<file path="src/rtl/sin_bank.sv">
// sin_bank: time-multiplexed bank of VOICES sine partials sharing one CORDIC.
// One summed mix sample per sample_req. Build option: SIN_BANK_SAT_EN.
//
// Ports:
//   clk, rst        clock, synchronous active-high reset
//   cfg_we          config write strobe
//   cfg_addr        voice index
//   cfg_sel         0 = phase increment, 1 = gain (cfg_data[GAIN_W-1:0])
//   cfg_data        config payload
//   sample_req      start a frame (ignored while busy)
//   sample_out      signed mix, held until the next frame completes
//   sample_valid    1-cycle pulse when sample_out updates
//   busy            frame in progress
//
// SIN_BANK_SAT_EN defined  : mix = acc saturated to +/-(2^(OUT_W-1)-1)
// SIN_BANK_SAT_EN undefined: mix = acc >>> log2(VOICES)
// ITER must not exceed 32 (arctan ROM depth).
`timescale 1ns/1ps
module sin_bank #(
  parameter int VOICES  = 8,
  parameter int PHASE_W = 32,
  parameter int OUT_W   = 16,
  parameter int GAIN_W  = 8,
  parameter int ITER    = 16
) (
  input  logic                      clk,
  input  logic                      rst,
  input  logic                      cfg_we,
  input  logic [$clog2(VOICES)-1:0] cfg_addr,
  input  logic                      cfg_sel,
  input  logic [PHASE_W-1:0]        cfg_data,
  input  logic                      sample_req,
  output logic [OUT_W-1:0]          sample_out,
  output logic                      sample_valid,
  output logic                      busy
);

  localparam int VW = $clog2(VOICES);
  localparam int AW = OUT_W + VW;
  localparam int G  = 4;
  localparam int XW = OUT_W + G + 2;
  localparam int ZW = 32;
  localparam int IW = $clog2(ITER + 1);
  localparam int PW = OUT_W + GAIN_W + 1;

  localparam logic [63:0] AMP = (64'd1 << (OUT_W - 1)) - 64'd1;
  // x0 = amplitude * K^-1 with G guard bits; 0x9B74EDA8 = K^-1 in Q0.32
  localparam logic [63:0] X0_64 =
    ((AMP << G) * 64'd2608131496 + (64'd1 << 31)) >> 32;
  localparam logic signed [XW-1:0]    X0     = XW'(X0_64);
  localparam logic signed [XW-1:0]    SMAX_X = XW'(AMP);
  localparam logic signed [OUT_W-1:0] SMAX_S = OUT_W'(AMP);
  localparam logic signed [AW-1:0]    SMAX_A = AW'(AMP);
  localparam logic signed [XW-1:0]    RND    = XW'(64'd1 << (G - 1));
  localparam logic [ZW-1:0]           HALF   = {1'b1, {(ZW-1){1'b0}}};

  typedef enum logic [2:0] {
    S_IDLE,
    S_LOAD,
    S_ITER,
    S_ACCUM,
    S_DONE
  } state_t;

  // atan(2^-i) with one full turn = 2^32
  function automatic logic [ZW-1:0] atan_rom(input logic [4:0] i);
    unique case (i)
      5'd0:  atan_rom = 32'h20000000;
      5'd1:  atan_rom = 32'h12E4051E;
      5'd2:  atan_rom = 32'h09FB385B;
      5'd3:  atan_rom = 32'h051111D4;
      5'd4:  atan_rom = 32'h028B0D43;
      5'd5:  atan_rom = 32'h0145D7E1;
      5'd6:  atan_rom = 32'h00A2F61E;
      5'd7:  atan_rom = 32'h00517C55;
      5'd8:  atan_rom = 32'h0028BE53;
      5'd9:  atan_rom = 32'h00145F2F;
      5'd10: atan_rom = 32'h000A2F98;
      5'd11: atan_rom = 32'h000517CC;
      5'd12: atan_rom = 32'h00028BE6;
      5'd13: atan_rom = 32'h000145F3;
      5'd14: atan_rom = 32'h0000A2FA;
      5'd15: atan_rom = 32'h0000517D;
      5'd16: atan_rom = 32'h000028BE;
      5'd17: atan_rom = 32'h0000145F;
      5'd18: atan_rom = 32'h00000A30;
      5'd19: atan_rom = 32'h00000518;
      5'd20: atan_rom = 32'h0000028C;
      5'd21: atan_rom = 32'h00000146;
      5'd22: atan_rom = 32'h000000A3;
      5'd23: atan_rom = 32'h00000051;
      5'd24: atan_rom = 32'h00000029;
      5'd25: atan_rom = 32'h00000014;
      5'd26: atan_rom = 32'h0000000A;
      5'd27: atan_rom = 32'h00000005;
      5'd28: atan_rom = 32'h00000003;
      5'd29: atan_rom = 32'h00000001;
      5'd30: atan_rom = 32'h00000001;
      default: atan_rom = 32'h00000000;
    endcase
  endfunction

  state_t r_state;
  state_t w_next;

  logic [PHASE_W-1:0] r_phase [VOICES];
  logic [PHASE_W-1:0] r_inc   [VOICES];
  logic [GAIN_W-1:0]  r_gain  [VOICES];

  logic [VW-1:0]          r_voice;
  logic [IW-1:0]          r_it;
  logic signed [XW-1:0]   r_x;
  logic signed [XW-1:0]   r_y;
  logic signed [ZW-1:0]   r_z;
  logic [GAIN_W-1:0]      r_gcur;
  logic signed [AW-1:0]   r_acc;
  logic [OUT_W-1:0]       r_out;
  logic                   r_valid;
  logic                   r_busy;

  logic [PHASE_W-1:0]     w_p;
  logic [PHASE_W-1:0]     w_d;
  logic [ZW-1:0]          w_ang;
  logic                   w_mir;
  logic [ZW-1:0]          w_zf;
  logic [ZW-1:0]          w_atan;
  logic signed [XW-1:0]   w_xs;
  logic signed [XW-1:0]   w_ys;
  logic signed [XW-1:0]   w_yq;
  logic signed [OUT_W-1:0] w_s;
  logic signed [GAIN_W:0] w_g;
  logic signed [PW-1:0]   w_prod;
  logic signed [AW-1:0]   w_term;
  logic signed [OUT_W-1:0] w_mix;

  assign w_p = r_phase[r_voice];
  assign w_d = r_inc[r_voice];

  generate
    if (PHASE_W >= ZW) begin : g_ang_top
      assign w_ang = w_p[PHASE_W-1 -: ZW];
    end else begin : g_ang_pad
      assign w_ang = {w_p, {(ZW-PHASE_W){1'b0}}};
    end
  endgenerate

  // Quadrants 1 and 2 fold onto pi - theta; sine is unchanged
  assign w_mir = w_ang[ZW-1] ^ w_ang[ZW-2];
  assign w_zf  = w_mir ? (HALF - w_ang) : w_ang;

  assign w_atan = atan_rom(5'(r_it));
  assign w_xs   = r_x >>> r_it;
  assign w_ys   = r_y >>> r_it;

  assign w_yq = (r_y + RND) >>> G;

  always_comb begin
    w_s = OUT_W'(w_yq);
    if (w_yq > SMAX_X)
      w_s = SMAX_S;
    else if (w_yq < -SMAX_X)
      w_s = -SMAX_S;
  end

  assign w_g    = {1'b0, r_gcur};
  assign w_prod = PW'(w_s) * PW'(w_g);
  assign w_term = AW'(w_prod >>> GAIN_W);

`ifdef SIN_BANK_SAT_EN
  always_comb begin
    w_mix = OUT_W'(r_acc);
    if (r_acc > SMAX_A)
      w_mix = SMAX_S;
    else if (r_acc < -SMAX_A)
      w_mix = -SMAX_S;
  end
`else
  assign w_mix = OUT_W'(r_acc >>> VW);
`endif

  always_ff @(posedge clk) begin
    if (rst)
      r_state <= S_IDLE;
    else
      r_state <= w_next;
  end

  always_comb begin
    w_next = r_state;
    unique case (r_state)
      S_IDLE:  if (sample_req) w_next = S_LOAD;
      S_LOAD:  w_next = S_ITER;
      S_ITER:  if (r_it == IW'(ITER - 1)) w_next = S_ACCUM;
      S_ACCUM: w_next = (r_voice == VW'(VOICES - 1)) ? S_DONE : S_LOAD;
      S_DONE:  w_next = S_IDLE;
      default: w_next = S_IDLE;
    endcase
  end

  always_ff @(posedge clk) begin
    if (rst) begin
      for (int v = 0; v < VOICES; v++) begin
        r_phase[v] <= '0;
        r_inc[v]   <= '0;
        r_gain[v]  <= '0;
      end
      r_voice <= '0;
      r_it    <= '0;
      r_x     <= '0;
      r_y     <= '0;
      r_z     <= '0;
      r_gcur  <= '0;
      r_acc   <= '0;
      r_out   <= '0;
      r_valid <= 1'b0;
      r_busy  <= 1'b0;
    end else begin
      r_valid <= 1'b0;
      if (cfg_we) begin
        if (cfg_sel)
          r_gain[cfg_addr] <= cfg_data[GAIN_W-1:0];
        else
          r_inc[cfg_addr] <= cfg_data;
      end
      unique case (r_state)
        S_IDLE: begin
          if (sample_req) begin
            r_acc   <= '0;
            r_voice <= '0;
            r_busy  <= 1'b1;
          end
        end
        S_LOAD: begin
          r_phase[r_voice] <= w_p + w_d;
          r_gcur <= r_gain[r_voice];
          r_it   <= '0;
          r_x    <= X0;
          r_y    <= '0;
          r_z    <= w_zf;
        end
        S_ITER: begin
          r_it <= r_it + IW'(1);
          if (r_z[ZW-1]) begin
            r_x <= r_x + w_ys;
            r_y <= r_y - w_xs;
            r_z <= r_z + w_atan;
          end else begin
            r_x <= r_x - w_ys;
            r_y <= r_y + w_xs;
            r_z <= r_z - w_atan;
          end
        end
        S_ACCUM: begin
          r_acc   <= r_acc + w_term;
          r_voice <= r_voice + VW'(1);
        end
        S_DONE: begin
          r_out   <= w_mix;
          r_valid <= 1'b1;
          r_busy  <= 1'b0;
        end
        default: ;
      endcase
    end
  end

  assign sample_out   = r_out;
  assign sample_valid = r_valid;
  assign busy         = r_busy;

endmodule

</file>
<file path="config.mk">
export PLATFORM = sky130hd
export DESIGN_NAME = sin_bank
export DESIGN_NICKNAME = d
export VERILOG_FILES = /design/src/rtl/sin_bank.sv
export SDC_FILE = /design/constraint.sdc
export NUM_CORES = 2
export LEC_CHECK = 0
export CAP_MARGIN = 20
export CORE_MARGIN = 2
export CORE_UTILIZATION = 64
export CTS_CLUSTER_SIZE = 24
export DETAILED_ROUTE_END_ITERATION = 10
export PLACE_DENSITY_LB_ADDON = 0.12
export SLEW_MARGIN = 20
export SYNTH_ARGS = -nofsm -noshare
export SYNTH_HDL_FRONTEND = slang
export SYNTH_SLANG_ARGS = --single-unit
</file>
<file path="constraint.sdc">
create_clock -name clk -period 12.4 [get_ports clk]
set_input_delay 3.72 -clock clk [delete_from_list [all_inputs] [get_ports clk]]
set_output_delay 3.72 -clock clk [all_outputs]
set_load 0.02 [all_outputs]
</file>
== Word level (Yosys, flattened, before mapping) ==
Memories as Yosys holds them, arrays and structs flattened. A register that Yosys moved wholly into a read port is not among the register bits.
Cells that the tools add are included.

* $add $sub $neg: 12
* Multipliers: 1
* Order comparisons: 2
* Eq/ne operators: 8
* Shift-type cells: 2
* Multiplexer cells: 49
* Bitwise gates (word level): 1
* Reductions and logical operators: 10

{| class="wikitable"
|+ Operators with widths
! operator !! number
|-
| two-way mux 32 bit || 4
|-
| case mux 22 bit (2 select lines) || 2
|-
| adder 32 bit || 2
|-
| case mux 32 bit (2 select lines) || 1
|-
| OR reduction 32 bit || 2
|-
| adder 22 bit || 2
|-
| two-way mux 22 bit || 2
|-
| >>> shifter 22 x 5 -> 22 bit || 2
|-
| subtractor 22 bit || 2
|-
| case mux 19 bit (2 select lines) || 1
|-
| two-way mux 3 bit || 11
|-
| two-way mux 16 bit || 2
|-
| subtractor 32 bit || 1
|-
| subtractor 32 bit (first input constant) || 1
|-
| multiplier 16 x 9 -> 25 bit || 1
|-
| adder 22 x 5 -> 22 bit (second input constant) || 1
|-
| adder 19 x 17 -> 19 bit || 1
|-
| two-way mux 19 bit || 1
|-
| > comparator 18 x 16 -> 1 bit (second input constant) || 1
|-
| < comparator 18 x 16 -> 1 bit (second input constant) || 1
|-
| two-way mux 1 bit || 18
|-
| case mux 3 bit (4 select lines) || 1
|-
| two-way mux 5 bit || 2
|-
| case mux 5 bit (2 select lines) || 1
|-
| 15 further kinds || 22
|}

* Flip-flop bits (word level): 124
* Memory bits (writable): 576
* ROM bits: 960
* Input bits: 40
* Output and inout bits: 18
* Logic and storage cells: 99
* Memories kept: 4

{| class="wikitable"
|+ Memories
! memory !! depth !! bits a word !! read ports !! clocked after memory_dff !! write ports !! line !! source
|-
| (name not given) || 32 || 30 || 1 || 1 || 0 || 67 || <nowiki>unique case (i)</nowiki>
|-
| r_inc || 8 || 32 || 1 || 1 || 8 || 107 || <nowiki>logic [PHASE_W-1:0] r_inc [VOICES];</nowiki>
|-
| r_phase || 8 || 32 || 1 || 1 || 8 || 106 || <nowiki>logic [PHASE_W-1:0] r_phase [VOICES];</nowiki>
|-
| r_gain || 8 || 8 || 1 || 1 || 8 || 108 || <nowiki>logic [GAIN_W-1:0] r_gain [VOICES];</nowiki>
|}

== Logic depth before layout (Yosys ltp) ==
* Depth in word-level cells: 7
* Gate-level depth with buffers: 44
* Mapped depth without buffers: 43

== Least setup slack after synthesis ==
No wires, ideal clock.

* Path type: register to register
* From: register r_y[4]
* To: register r_acc[18]
* Library setup time: 0.064 ns
* Arrival: 8.657 ns
* Data required time: 12.336 ns
* Slack: 3.679 ns
* Cell stages (with the launch flop): 42
* Path buffers: 1
* Period minus slack after synthesis: 8.721 ns
* Cells stage by stage: dfxtp_1 > ha_1 > nand3_1 > nor4_4 > nand3_1 > xor2_1 > a41oi_1 > nor2_1 > clkbuf_1 > o21ai_1 > nand2_1 > fa_1 > inv_1 > fa_1 > inv_1 > fa_1 > fa_1 > inv_1 > (+6 left out) > xnor2_1 > fa_1 > a21oi_1 > o21bai_1 > a21o_1 > a21oi_1 > o21bai_1 > a21o_1 > a21o_1 > a21oi_1 > o21bai_1 > a21o_1 > a21oi_1 > o211ai_1 > o41a_1 > nor4_1 > mux2i_1 > nand4_1

* Cells in the longest elaborated chain, start to end: 7
* Elaborated cells on any way between the ends: 8
* Classes of those cells: 2 x add/sub; 1 x mul; 2 x order compare; 3 x mux

{| class="wikitable"
|+ RTL lines
! item !! line !! source
|-
| start, declared || 113 || <nowiki>logic signed [XW-1:0] r_y;</nowiki>
|-
| start signal, assigned || 245 || <nowiki>r_y <= r_y - w_xs;</nowiki>
|-
| start signal, assigned || 249 || <nowiki>r_y <= r_y + w_xs;</nowiki>
|-
| adder 22 x 5 -> 22 bit * || 155 || <nowiki>assign w_yq = (r_y + RND) >>> G;</nowiki>
|-
| < comparator 18 x 16 -> 1 bit || 161 || <nowiki>else if (w_yq < -SMAX_X)</nowiki>
|-
| two-way mux 16 bit || 161 ||
|-
| two-way mux 16 bit * || 159 || <nowiki>if (w_yq > SMAX_X)</nowiki>
|-
| multiplier 16 x 9 -> 25 bit * || 166 || <nowiki>assign w_prod = PW'(w_s) * PW'(w_g);</nowiki>
|-
| adder 19 x 17 -> 19 bit * || 254 || <nowiki>r_acc <= r_acc + w_term;</nowiki>
|-
| case mux 19 bit (2 select lines) * || 225 || <nowiki>unique case (r_state)</nowiki>
|-
| end signal, assigned || 254 ||
|-
| end, declared || 116 || <nowiki>logic signed [AW-1:0] r_acc;</nowiki>
|}

Mark *: on every way between the ends. The rest lies on a longest branch, timed or not.
A chain may end at the register's enable or synchronous reset.

== Worst setup path after layout ==
* From: register r_y[10]
* To: register r_acc[18]

The elaborated chain is that of the path after synthesis.

==> results.md <==
Layout:
- The area added between synthesis and finish is 9.21%.
- Of the cells placed in the final design, the portion with a size suffix greater than 1 is 0.106.
- The number of nets in the final layout is 4,592.
- Summing all non-filler instances in the final layout gives an area of 0.0501 sq mm.
- The layout has 5,214 filler cells.
- The number of non-filler instances in the completed layout is 5,277.
- 0 antenna diodes ended up in the layout.

Global routing:
- Entering global routing, the biggest net connects 72 pins.
- The first-pass GRT wire length is 180,000 um.
- The remaining global-route overflow is 0.
- The initial antenna violation count was 0.
- The via count of the first global-routing pass is 32,400.
- Across every metal layer, demand over resource in global routing totals 0.310.

Worst setup path:
- The worst register-to-register path begins at r_y[10].
- The slowest stage of the critical path belongs to the cell sky130_fd_sc_hd__dfxtp_1.
- The critical path runs through a total of 38 cells.
- The cell class contributing the biggest share of worst-path delay is compound AO/OA/AOI/OAI gates.
- The endpoint of the worst register-to-register path is r_acc[18].
- Data arrives at the worst endpoint at 10,600 ps.
- The worst register-to-register path has a setup slack of 2360 ps.
- The startpoint type of the worst setup path is a register.
- The critical path start-end classification is reg2reg.
- Counting stages on the worst path, the most repeated cell is sky130_fd_sc_hd__fa_1.
- The delay of the slowest cell on the worst path is 590 ps.
- The number of cells on the worst reg-to-reg path is 38.
- Together, buffers and inverters on the worst path number 2.
- The critical path endpoint category is a register.
- In this run the worst path has a maximum fanout of 13.
- The required time reported for the critical path endpoint is 12,960 ps.

CTS:
- After clock tree synthesis, the repair step resized 0 gates.
- The clock edge transition at the registers on the reported setup and hold paths is 60 ps.
- The total CTS buffers is 79.
- The clock net in this run drives a total of 741 sinks.
- The master cell of the clock root buffer is sky130_fd_sc_hd__clkbuf_16.
- The number of H-tree levels is 3.
- The number of buffers added to fix hold violations after cts is 0.
- Post-CTS timing repair inserted 0 buffers for setup.
- In this run the deepest clock path goes through 3 buffers.
- TritonCTS built the clock tree.
- At the later pin of the worst-skew pair, clock insertion delay measures 670 ps.

Routing:
- The count of nets left with antenna violations once routing finished came out at 0.
- The detailed-route wire length per cell is 21.6 um.
- The number of vias per cell is 6.23.
- The number of remaining DRC errors is 0.
- The final route contains 32,900 vias.
- The number of DRC violations after detailed-routing iteration 0 is 3,392.
- The aggregate routed wire length is 114,000 um.
- The first detailed-routing pass ran for 6 iterations.

Yosys:
- Synthesis produced 4,319 cells.
- The total of warnings raised by yosys is 0.
- The most used flip-flop cell after synthesis is sky130_fd_sc_hd__edfxtp_1.
- The synthesized design contains 741 register bits.
- The sequential area share after synthesis is 0.449.
- The count of flip-flops with a built-in enable after synthesis is 576.
- After synthesis, the share of flip-flops with an asynchronous set or reset is 0.
- Counting instances in the post-synthesis netlist gives the leading cell types as 576 x sky130_fd_sc_hd__edfxtp_1, 562 x sky130_fd_sc_hd__nor2_1, 389 x sky130_fd_sc_hd__and2_1.
- The most frequent cell after synthesis is sky130_fd_sc_hd__edfxtp_1.
- The largest area contributor in the netlist is sky130_fd_sc_hd__edfxtp_1.
- When the netlist entered floorplanning its net count stood at 4,651.
- The cell area after synthesis is 0.0458 sq mm.
- The number of different library cells used by synthesis comes to 84.
- The synthesized area per cell is 10.6 sq um.
- Sorting the synthesized cells by area gives the leading types as sky130_fd_sc_hd__edfxtp_1 38%, sky130_fd_sc_hd__mux4_2 7.8%, sky130_fd_sc_hd__dfxtp_1 7.2%, sky130_fd_sc_hd__and2_1 5.3%, sky130_fd_sc_hd__ha_1 5.1%.
- The portion of synthesized cell area occupied by the leading cell type is 0.377.

Placement:
- In this run the tool buffered the top-level ports with 57 buffer cells.
- After legalization and detailed placement, the total HPWL measured 71,400 um.
- The placed instances occupy a cell area of 0.0472 sq mm.
- The pre-CTS worst setup slack is 2430 ps.
- Once placement completed, the tool counted placed cells totaling 5,128.
- The final weighted congestion in routability-driven placement is 0.914.

STA:
- Subtracting the final worst setup slack from the clock period gives 10,040 ps.
- The setup TNS is 0 ps.
- Setup violations remaining at the end of the flow were counted as 0.
- The final critical-path share of the clock period is 0.810.
- Setup repair after global routing left no endpoint under its margin.
- The total count of max-transition violations in the final report came to 0.
- Across all setup checks in the final design, the least slack found is 2360 ps.
- On the final layout, the worst clock skew is 51.0 ps.
- The transition time at the pin with the least slew margin is 1130 ps.
- The number of failing hold endpoints at the final stage is 0.
- Timing would allow up to 99.6 MHz.
- The headroom to the max-slew limit is 0.247.

Pwr:
- The analysis attributes to cell leakage a power of 19.4 nW.
- The total power consumption of the routed design is 7.50 mW.
- Across the VDD grid, the largest voltage drop is 172 uV.
- The power per cell area is 150 mW/mm^2.

Floorplanning:
- The die covers 0.0738 sq mm.
- The floorplan step set the die width to 272 um.
- The initialized floorplan defines 98 standard-cell rows.
- The total area inside the core boundary comes to 0.0712 sq mm.
- 58 I/O pins were placed.
- The initial utilization of the core area, before any placement, comes to 0.643.
- The die is 272 um tall.

Worst hold path:
- For hold timing, the worst endpoint is sample_out[3].
- Counting instances, the worst hold path has a depth of 2.
- The worst hold path begins at sample_out[3].
- The path class of the tightest hold or removal check is reg2reg.

Run status:
- The run finished with clean final reports.

Flow run:
- Across the run, the number of max-cap violations was 0.
routing by layer:
metal / routed length (um) / up-vias / GRT usage
met1: 46600 / 16100 / 0.415
met4: 4920 / 0 / 0.131
met5: 0 / - / 0
met2: 54700 / 1278 / 0.513
met3: 7920 / 302 / 0.0418
li1: - / 15200 / -
cell usage in the layout (no fill, tap or decap), types with 14 or more instances in the layout:
master                            count
sky130_fd_sc_hd__dfxtp_1            158
sky130_fd_sc_hd__nand2_1            296
sky130_fd_sc_hd__clkinv_1            18
sky130_fd_sc_hd__nor2b_1             25
sky130_fd_sc_hd__edfxtp_1           576
sky130_fd_sc_hd__clkbuf_16           79
sky130_fd_sc_hd__a211oi_1            62
sky130_fd_sc_hd__buf_4               49
sky130_fd_sc_hd__inv_1              242
sky130_fd_sc_hd__nor3_1              71
sky130_fd_sc_hd__mux2i_1             61
sky130_fd_sc_hd__o31ai_1             15
sky130_fd_sc_hd__o211ai_1            16
sky130_fd_sc_hd__xnor2_1            123
sky130_fd_sc_hd__xor2_1              98
sky130_fd_sc_hd__and2_1             389
sky130_fd_sc_hd__o21a_1              18
sky130_fd_sc_hd__mux2_2              58
sky130_fd_sc_hd__clkdlybuf4s50_1     56
sky130_fd_sc_hd__ha_1               186
sky130_fd_sc_hd__o22ai_1             14
sky130_fd_sc_hd__or2_2               17
sky130_fd_sc_hd__or3_1               27
sky130_fd_sc_hd__nand2b_1            23
sky130_fd_sc_hd__a21boi_0            16
sky130_fd_sc_hd__o21ai_0            137
sky130_fd_sc_hd__and3_1              21
sky130_fd_sc_hd__nand3_1             55
sky130_fd_sc_hd__o21bai_1            23
sky130_fd_sc_hd__a22oi_1             36
sky130_fd_sc_hd__a21o_1              41
sky130_fd_sc_hd__a21oi_1            235
sky130_fd_sc_hd__a31oi_1             20
sky130_fd_sc_hd__mux4_2             158
sky130_fd_sc_hd__nor4_1              19
sky130_fd_sc_hd__fa_1               106
sky130_fd_sc_hd__nor2_1             555
sky130_fd_sc_hd__o21ai_1             15
per-stage QoR:
step	util	hold WS, ps
3_3_place_gp	0.662	442
2_1_floorplan	-	448
3_5_place_dp	0.663	449
4_1_cts	0.702	459
5_1_grt	0.703	478
6_report	0.703	455
layout make-up:
class | instances | area, sq um | share of cell area
timing repair buffer | 106 | 956 | 0.0191
tap | 950 | 1190 | 0.0237
clock buffer | 95 | 2090 | 0.0417
inverter | 245 | 920 | 0.0184
sequential | 741 | 20600 | 0.412
multi-input combinational | 3087 | 23600 | 0.470
clock inverter | 53 | 748 | 0.0149
report_power, final:
part / internal [mW] / leakage [nW] / switching, mW / total, mW
Clock: 1.50 / 1.37 / 1.05 / 2.55
Sequential: 2.82 / 7.04 / 0.108 / 2.92
Combinational: 0.831 / 11.0 / 1.20 / 2.03
Total: 5.14 / 19.4 / 2.36 / 7.50
worst register-to-register path, delay by kind of cell (launching register included):
kind | cells | cell delay (ps)
muxes | 2 | 380
buffers and inverters | 2 | 90
AOI/OAI and AO/OA | 18 | 3530
DFF | 1 | 590
xor gates and xnor gates | 1 | 130
adders and majority gates | 6 | 2630
and+or+nand+nor | 9 | 2630
state kept, by name (all words and copies together) (netlist names), named ones only:
signal and cells:
r_it 5, r_voice 3, r_phase 256, r_gcur 8, r_z 32, sample_out 16, r_x 22, r_y 22
busy 1, sample_valid 1, r_inc 256, r_gain 64, r_state 3, r_acc 19, w_atan 30
logic make-up after synthesis:
family,count (synthesis),synth area share
AO/OA/AOI/OAI,735,0.101
XOR/XNOR,221,0.0422
adder cells (fa/ha/maj),292,0.0971
buffers and inverters,491,0.0407
flip-flops,741,0.449
multiplexers,277,0.105
AND/OR/NAND/NOR,1562,0.165
worst max-delay path by stage:
stage / slack [ps] / from / to
after floorplan: 3680 / r_y[4] / r_acc[18]
after global placement: 2670 / r_y[4] / r_acc[18]
after detailed placement: 2430 / r_y[3] / r_acc[18]
after CTS: 2390 / r_y[3] / r_acc[18]
after global routing: 1450 / r_y[6] / r_acc[18]
final: 2360 / r_y[10] / r_acc[18]
Power figures use the tool's default switching activity.
